==> src/rtl/alu_all_reg.sv <==
// 8-bit registered ALU: ripple add-with-carry, ripple subtract-with-borrow, AND, OR.
// Optional registered zero flag when ALU_ALL_ZERO_FLAG_EN is defined.

module alu_all_fa_cell (
    input  logic a_i,
    input  logic b_i,
    input  logic c_i,
    output logic s_o,
    output logic c_o
);
    assign s_o = a_i ^ b_i ^ c_i;
    assign c_o = (a_i & b_i) | (c_i & (a_i ^ b_i));
endmodule

module alu_all_fs_cell (
    input  logic a_i,
    input  logic b_i,
    input  logic bin_i,
    output logic d_o,
    output logic bout_o
);
    assign d_o    = a_i ^ b_i ^ bin_i;
    assign bout_o = (~a_i & b_i) | (~(a_i ^ b_i) & bin_i);
endmodule

module alu_all_reg (
    input  logic       clk,
    input  logic       rst,
    input  logic [7:0] a,
    input  logic [7:0] b,
    input  logic       cin,
    input  logic [1:0] sel,
`ifdef ALU_ALL_ZERO_FLAG_EN
    output logic       zero,
`endif
    output logic [7:0] out,
    output logic       cout
);
    localparam int W = 8;

    typedef enum logic [1:0] {
        OP_ADD = 2'b00,
        OP_SUB = 2'b01,
        OP_AND = 2'b10,
        OP_OR  = 2'b11
    } op_e;

    logic [W:0]   carry;
    logic [W:0]   borrow;
    logic [W-1:0] sum;
    logic [W-1:0] diff;

    logic [W-1:0] out_d, out_q;
    logic         cout_d, cout_q;

    assign carry[0]  = cin;
    assign borrow[0] = cin;

    for (genvar gi = 0; gi < W; gi++) begin : g_bit
        alu_all_fa_cell u_fa (
            .a_i (a[gi]),
            .b_i (b[gi]),
            .c_i (carry[gi]),
            .s_o (sum[gi]),
            .c_o (carry[gi+1])
        );
        alu_all_fs_cell u_fs (
            .a_i    (a[gi]),
            .b_i    (b[gi]),
            .bin_i  (borrow[gi]),
            .d_o    (diff[gi]),
            .bout_o (borrow[gi+1])
        );
    end

    // Logic ops force cout to a constant so an undriven cin never leaks through.
    always_comb begin
        out_d  = '0;
        cout_d = 1'b0;
        case (op_e'(sel))
            OP_ADD: begin
                out_d  = sum;
                cout_d = carry[W];
            end
            OP_SUB: begin
                out_d  = diff;
                cout_d = borrow[W];
            end
            OP_AND: out_d = a & b;
            OP_OR:  out_d = a | b;
            default: begin
                out_d  = '0;
                cout_d = 1'b0;
            end
        endcase
    end

    always_ff @(posedge clk) begin
        if (rst) begin
            out_q  <= '0;
            cout_q <= 1'b0;
        end else begin
            out_q  <= out_d;
            cout_q <= cout_d;
        end
    end

    assign out  = out_q;
    assign cout = cout_q;

`ifdef ALU_ALL_ZERO_FLAG_EN
    logic zero_d, zero_q;

    assign zero_d = (out_d == '0);

    always_ff @(posedge clk) begin
        if (rst) zero_q <= 1'b1;
        else     zero_q <= zero_d;
    end

    assign zero = zero_q;
`endif

endmodule

==> config.mk <==
export PLATFORM = sky130hd
export DESIGN_NAME = alu_all_reg
export DESIGN_NICKNAME = d
export VERILOG_FILES = /design/src/rtl/alu_all_reg.sv
export SDC_FILE = /design/constraint.sdc
export NUM_CORES = 1
export LEC_CHECK = 0
export BUFFER_PORTS_ARGS = -buffer_cell sky130_fd_sc_hd__buf_2
export CORE_UTILIZATION = 53
export DETAILED_ROUTE_END_ITERATION = 16
export PLACE_DENSITY = 0.77
export SYNTH_ARGS = -nofsm -noshare
export SYNTH_HDL_FRONTEND = slang
export SYNTH_SLANG_ARGS = --single-unit
==> constraint.sdc <==
create_clock -name clk -period 2.7 [get_ports clk]
set_input_delay 0.405 -clock clk [delete_from_list [all_inputs] [get_ports clk]]
set_output_delay 0.405 -clock clk [all_outputs]
set_load 0.05 [all_outputs]
==> flow_summary.ini <==
[sta]
fin_crit_ns = 2.00
timing_hold_violations_final = 0
relSlewSlack_pct = 69.4
worstMarginPinSlew_ns = 0.459
final.period_utilization_pct = 74.1
layout_setup_ws_ns = 0.700
clock.fmax_mhz = 500
setup_viol = 0
rsz0062_at_grt = false
hold_ws_ns = 0.441
drv_slew = 0
setup_tns_ns = 0

[pwr]
p_int_uw = 306
power.leakage_nw = 0.722
peakVddDrop_mv = 0.224
pwr-share-clk_pct = 19.9
pwr-share-comb_pct = 51.5
power_uw = 519
power.density_nw_per_um2 = 372
p_sw_uw = 214
switching_share_pct = 41.1
p_seq_share_pct = 28.7

[cts]
cts_hold_buf = 0
root_buffer = clkbuf_4
cts_inserted_buffers = 3
cts_buffer_depth = 2
htreeDepth = 1
postCtsResizedCells = 0
cts_tree = built
postCtsSetupRepairBufs = 0
clk_pin_slew_ns = 0.06
clock_sinks = 9

[cells_and_area]
final_area_um2 = 1400
area_growth_pct = 13.2
layout.nets = 225
drive_gt1_share_pct = 24.7
num_antenna_cells = 0

[global_route]
grt_pass1_wl_mm = 4.16
track_usage_pct = 21.3
antenna_found_initial = 0
grt_start_max_net_pins = 29
grt_overflow = 0
grt_pass1_vias = 1007

[synth]
synth_edf_count = 0
syn_area_um2 = 1230
yosys.area.top_type = ha_1
synth_top_area_share_pct = 23.4
synth_cells = 152
ys_top_cells_by_count = ha_1 (23), inv_1 (21), nor2_1 (12)
async_flop_share_pct = 0
yosys-top-cells-area = ha_1 (23%), dfxtp_1 (15%), inv_1 (6.4%), a21oi_1 (3.7%), nor2_1 (3.7%)
synthesis.nets = 198
yosysWarnings = 0
synthDistinctLibCells = 40
seq_area_frac_synth_pct = 14.6
yosysMostFrequentCell = ha_1
ys_seq_elements = 9
ys.flop_type = dfxtp_1
syn_avg_cell_area_um2 = 8.11

[routing]
dr.pass1.iters = 4
route.detailed.drc = 0
num_vias = 1123
drt_iter0_drc = 18
viasPerCell = 5.45
wire_per_inst_um = 11.8
postRouteAntennaNets = 0
routed_wirelength_mm = 2.44

[flow_run]
cap_violations = 0

[placed_design]
dpl_cell_area_um2 = 1370
place_congestion = 0.797
hpwl_mm = 1.99
numPortBuffers = 29
pre_cts_ws_ns = 0.426

[critical_path]
slowest_stage = fa_1
crit_fanout = 4
worst-path-buf-inv = 2
worstPathArrival_ns = 2.16
startpoint = a[0]
startpoint_type = primary input
critPathMaxStageDelay_ns = 0.43
path_class = primary input to register
end_kind = register
worst_ep_required_time_ns = 2.86
worstPathCellList = buf_2 -> inv_1 -> fa_1 -> and2b_4 -> o2111ai_2 -> and2_4 -> a221oi_2 -> xor2_1 -> a21o_1
crit_family = compound AO/OA/AOI/OAI gates

[die]
io_pins = 30
die_x_um = 50.2
initial_core_util_pct = 55.7
core_um2 = 2210
die_area_um2 = 2520
die_y_um = 50.2
rows = 17

[hold_path]
worstHoldStart = rst
hold_path.class = primary input to register

[status]
status = finished clean
==> placed cells by master, fill, tap and decap left out, types with 5 or more instances in the layout <==
master,instances
dfxtp_1,9
nand2_1,9
o21ai_0,6
nand2b_1,5
buf_2,29
ha_1,23
a21oi_1,9
nor2_1,12
inv_1,21
==> state kept, by name, summed over array words and instances (netlist names) <==
register,count
cout,1
out,8
==> final cells by class <==
| type | instances | area, µm² |
|---|---|---|
| clock buffer | 4 | 26.3 |
| fill | 211 | 817 |
| inverter | 21 | 78.8 |
| multi-input combinational | 115 | 930 |
| sequential | 9 | 180 |
| tap | 28 | 35.0 |
| timing repair buffer | 29 | 145 |
==> power by group through the flow <==
stage,Sequential (mW),Clock (mW),Combinational (mW)
finish,0.149,0.103,0.267
floorplan,0.202,0,0.161
CTS,0.149,0.109,0.267
global route,0.150,0.114,0.292
global placement,0.152,0,0.257
detailed placement,0.152,0,0.265
==> cell families (layout without fill, tap and decap cells) <==
family | after synthesis | count (layout) | share of synthesized area [%]
simple gates | 40 | 40 | 18.4
compound gates | 42 | 42 | 24.6
mux | 2 | 2 | 1.62
fa+ha+maj | 25 | 25 | 26.6
flops | 9 | 9 | 14.6
buf+inv | 28 | 54 | 9.95
xor+xnor | 6 | 6 | 4.26
==> per-stage QoR <==
stage | utilization, % | cells
floorplan | - | 152
global placement | 61.9 | 202
detailed placement | 61.9 | 202
CTS | 63.1 | 206
global route | 63.1 | 206
finish | 63.1 | 206
==> final timing paths <==
kind                           endpoint  cells past startpoint
worst max-delay path  out[7]$_SDFF_PP0_                      9
worst min-delay path  out[0]$_SDFF_PP0_                      2
==> metal layers <==
metal	routed length [µm]	global-route usage (%)
met4	55	10.5
met2	1200	37.1
met3	120	1.52
met1	1060	25.9
met5	0	0
Power figures use the tool's default switching activity.
